### config.mk
export PLATFORM = sky130hd
export DESIGN_NAME = instr_fetch
export DESIGN_NICKNAME = d
export VERILOG_FILES = /design/src/rtl/apollo_pkg.sv /design/src/rtl/instr_fetch_odd_parity_chk.sv /design/src/rtl/instr_fetch.sv
export SDC_FILE = /design/constraint.sdc
export NUM_CORES = 1
export LEC_CHECK = 0
export BUFFER_PORTS_ARGS = -buffer_cell sky130_fd_sc_hd__buf_2
export CAP_MARGIN = 30
export CORE_MARGIN = 2
export CORE_UTILIZATION = 48
export CTS_CLUSTER_DIAMETER = 200
export CTS_CLUSTER_SIZE = 12
export DETAILED_ROUTE_END_ITERATION = 8
export PLACE_DENSITY = 0.79
export SETUP_SLACK_MARGIN = 0.2
export SYNTH_ARGS = -nofsm -noshare
export SYNTH_HDL_FRONTEND = slang
export SYNTH_SLANG_ARGS = --single-unit
### constraint.sdc
create_clock -name clk -period 1.8 [get_ports clk]
set_input_delay 0.36 -clock clk [delete_from_list [all_inputs] [get_ports clk]]
set_output_delay 0.36 -clock clk [all_outputs]
set_load 0.01 [all_outputs]
### src/rtl/apollo_pkg.sv
// Shared constants, fetch FSM encoding and odd-parity helpers for the apollo fetch path.
package apollo_pkg;
    localparam int ADDR_W = 12;
    localparam int WORD_W = 16;

    typedef enum logic [1:0] {
        IDLE = 2'd0,
        REQ  = 2'd1,
        HOLD = 2'd2
    } fetch_state_t;

    // High when a stored word (parity bit included) has an even number of ones.
    function automatic logic odd_parity_err(input logic [WORD_W-1:0] word);
        return ~^word;
    endfunction

    // Parity bit the memory write path places in the top bit so the stored word is odd.
    function automatic logic odd_parity_bit(input logic [WORD_W-2:0] payload);
        return ~^payload;
    endfunction
endpackage

### src/rtl/instr_fetch_odd_parity_chk.sv
// Combinational odd-parity check: err is high when the word holds an even number of ones.
module odd_parity_chk #(
    parameter int WORD_W = 16
) (
    input  logic [WORD_W-1:0] data,
    output logic              err
);
    assign err = ~^data;
endmodule

### src/rtl/instr_fetch.sv
// Instruction fetch: reads the word at the PC over req/ack, advances the PC once per
// accepted word and holds the word, its address and a parity flag for the decoder.
module instr_fetch #(
    parameter int ADDR_W   = apollo_pkg::ADDR_W,
    parameter int WORD_W   = apollo_pkg::WORD_W,
    parameter int MAX_WAIT = 8
) (
    input  logic              clk,
    input  logic              reset,
    input  logic [ADDR_W-1:0] pc_addr,
    output logic              pc_enable,
    input  logic              flush,
    output logic              mem_req,
    output logic [ADDR_W-1:0] mem_addr,
    input  logic              mem_ack,
    input  logic [WORD_W-1:0] mem_rdata,
    output logic              instr_valid,
    input  logic              instr_ready,
    output logic [WORD_W-2:0] instr_word,
    output logic [ADDR_W-1:0] instr_addr,
    output logic              parity_err,
    output logic              fetch_timeout
);
    import apollo_pkg::*;

    localparam int              CNT_W     = $clog2(MAX_WAIT + 1);
    localparam logic [CNT_W-1:0] WAIT_LAST = CNT_W'(MAX_WAIT - 1);

    fetch_state_t      r_state;
    logic [CNT_W-1:0]  r_wait;
    logic [ADDR_W-1:0] r_mem_addr;
    logic [WORD_W-2:0] r_instr_word;
    logic [ADDR_W-1:0] r_instr_addr;
    logic              r_parity_err;

    logic w_in_req;
    logic w_accept;
    logic w_timeout;
    logic w_rdata_err;

    odd_parity_chk #(
        .WORD_W (WORD_W)
    ) u_parity (
        .data (mem_rdata),
        .err  (w_rdata_err)
    );

    // Ack and timeout are qualified by flush so a jump never advances the PC.
    assign w_in_req  = (r_state == REQ);
    assign w_accept  = w_in_req && mem_ack && !flush;
    assign w_timeout = w_in_req && !mem_ack && !flush && (r_wait == WAIT_LAST);

    assign pc_enable     = w_accept;
    assign fetch_timeout = w_timeout;
    assign mem_req       = w_in_req;
    assign mem_addr      = r_mem_addr;
    assign instr_valid   = (r_state == HOLD);
    assign instr_word    = r_instr_word;
    assign instr_addr    = r_instr_addr;
    assign parity_err    = r_parity_err;

    always_ff @(posedge clk or posedge reset) begin
        if (reset) begin
            r_state      <= IDLE;
            r_wait       <= '0;
            r_mem_addr   <= '0;
            r_instr_word <= '0;
            r_instr_addr <= '0;
            r_parity_err <= 1'b0;
        end else if (flush) begin
            r_state <= IDLE;
            r_wait  <= '0;
        end else begin
            case (r_state)
                IDLE: begin
                    r_mem_addr <= pc_addr;
                    r_wait     <= '0;
                    r_state    <= REQ;
                end
                REQ: begin
                    if (mem_ack) begin
                        r_instr_word <= mem_rdata[WORD_W-2:0];
                        r_instr_addr <= r_mem_addr;
                        r_parity_err <= w_rdata_err;
                        r_wait       <= '0;
                        r_state      <= HOLD;
                    end else if (w_timeout) begin
                        r_wait  <= '0;
                        r_state <= IDLE;
                    end else begin
                        r_wait <= r_wait + CNT_W'(1);
                    end
                end
                HOLD: begin
                    // The PC already advanced on the ack edge, so pc_addr is the next word.
                    if (instr_ready) begin
                        r_mem_addr <= pc_addr;
                        r_wait     <= '0;
                        r_state    <= REQ;
                    end
                end
                default: r_state <= IDLE;
            endcase
        end
    end
endmodule

==> qor.csv <==
metric,value,unit
core area,4000,µm²
crit path from,r_state[1],
Slew Limit Fails,0,
CTS sink cnt,46,
Post-DRT Antenna Nets,0,
CTS buffer count,5,
CTS H-tree depth,2,
largest net degree at the start of global routing,27,
Layout area overhead,41.93,%
total gr overflow,0,
RSZ-0062 raised after global routing,true,
drt wl/cell,15.65,µm
Die Height,68.44,µm
die area,4684,µm²
Starting Density,49.83,%
CTS tree,yes,
vias in the first global route,1310,
Iter 0 DRT Violations,54,
final hold vios,0,
Mapped Area,1993,µm²
Lkg Pwr,1.424,nW
"commonest cells after routing, fill and taps aside","74 x buf_2, 45 x dfrtp_1, 37 x mux2_4, 11 x xnor2_1",
Min-Delay Path Class,in2async,
Post-Synthesis Cells,137,
clock root cell,clkbuf_8,
net count reported at finish,263,
minimum hold slack,0.07656,ns
vias per cell,4.968,
initial antenna violation count,0,
status,finished with violations,
Tmin final,1.835,ns
vias,1381,
Post-Synthesis Net Count,171,
"CTS clk-pin slew, worst paths",0.08,ns
I/O pins,77,
CP max FO,2,
drt first pass iters,3,
Detailed Place HPWL,2770,µm
WS Path Type,reg2out,
sequential element share of the synthesized area,57.75,%
worst skew pair latency,0.29,ns
# Max-Cap Violations,0,
GRT Overall Usage,18.21,%
Max Clk Rate,545.1,MHz
critical path arrival,1.47,ns
Antenna Diode Count,0,
"commonest non-fill, non-tap cell in the layout",buf_2,
Rows,23,
filler cell count,280,
port bufs,76,
worst r2r src,r_state[1],
hold buffers post-CTS,0,
Placer Congestion,0.7342,
Peak supply drop,622.7,µV
Reg area,1152,µm²
final worst slack,-0.03468,ns
failing checks,setup timing,
yosys warns,0,
worst clock skew,0.003394,ns
layout cells sized above 1,64.47,%
chip width,68.44,µm
"flops & latches, synth",46,
"Avg Cell Area, Syn",14.55,µm²
area share of the largest cell type after synthesis,57.75,%
WL final,4351,µm
Yosys top cell by area,dfrtp_1,
dpl ws,0.1572,ns
Slew headroom,64.01,%
Slew @ Worst Pin,0.5366,ns
power density over the cells,1221,nW/µm²
CTS Buffer Depth,2,
Remaining DRCs,0,
startpoint class of the critical path,flip-flop,
first-pass GRT wire length,6044,µm
synth top area cells,"dfrtp_1 58%, mux2_2 16%, mux2_4 7.5%",
Multi-input gate area,917.1,µm²
"Distinct cells, synth",25,
final period utilization,101.9,%
crit end category,output port,
final setup vio count,1,
critical path required time,1.44,ns
[kinds of logic after synthesis]
kind of cell / after synthesis / share of synthesized area, %
flops: 46 / 57.75
mux: 40 / 24.48
simple gates: 17 / 4.331
xor+xnor: 15 / 7.345
compound gates: 9 / 2.700
buf+inv: 9 / 2.762
fa+ha+maj: 1 / 0.6276
[worst paths after layout]
path	end	slack, ns	cells past startpoint
setup reg to reg	instr_addr[3]	0.05	7
hold / removal	instr_addr[11]	0.08	2
min in group clk	mem_addr[6]	0.30	2
max in group asynchronous	instr_word[8]	1.23	3
hold reg to reg	instr_word[6]	0.51	1
setup / recovery	fetch_timeout	-0.03	4
[registers in the layout (all words and copies together) (netlist names)]
name	flops
instr_addr	12
instr_word	15
r_wait	4
parity_err	1
r_state	2
mem_addr	12
[stage by stage]
stage	TNS (ns)	power [mW]	utilization [%]	std cells	area, µm²
6_report	-0.03468	3.455	70.72	278	2829
5_1_grt	-0.1597	3.687	70.72	278	2829
4_1_cts	-0.04165	3.300	66.69	275	2668
3_5_place_dp	0	2.630	61.43	262	2457
3_3_place_gp	0	2.589	61.43	262	2457
2_1_floorplan	0	2.161	-	137	1993
[synthesized netlist by cell type, drive strengths merged]
library cell,instances
dfrtp,46
or3,2
nand3,1
o21ai,6
inv,4
and3,1
buf,5
mux2,40
nand2b,1
nor2,5
a22o,1
xnor2,13
a22oi,1
ha,1
a211oi,1
nor3b,1
xor2,2
nor3,2
nand2,4
[repair_timing]
item	CTS	global route
resized for setup	11	33
setup buffers	6	2
gates cloned	1	1
endpoints found under the setup margin	2	43
pin swaps	3	3
[critical path, stage by stage, from the launching register on]
cell and delay, ns:
dfrtp_1 0.40, nand2b_4 0.16, or3_4 0.34, nor3_2 0.14, buf_2 0.14
[metal layers]
layer,vias up,share of wire [%],GRT usage [%]
met3,4,8.1,8.224
met5,-,0,0
met1,668,45,22.47
met4,0,0.55,5.000
met2,59,47,28.85
li1,650,-,-
[area by class of cell]
| cell class | instances | area share, % |
|---|---|---|
| repair buffers | 90 | 21.10 |
| flip-flops and latches | 46 | 40.73 |
| multi-input cells | 82 | 32.42 |
| well taps | 50 | 2.211 |
| inverters | 4 | 0.6192 |
| clock buffers | 6 | 2.919 |
[power breakdown]
group	total [mW]	switching (mW)	internal [mW]
Clock	0.613	0.316	0.296
Combinational	1.30	0.520	0.779
Sequential	1.54	0.191	1.35
Note: power is estimated with default switching activity, not from simulation.
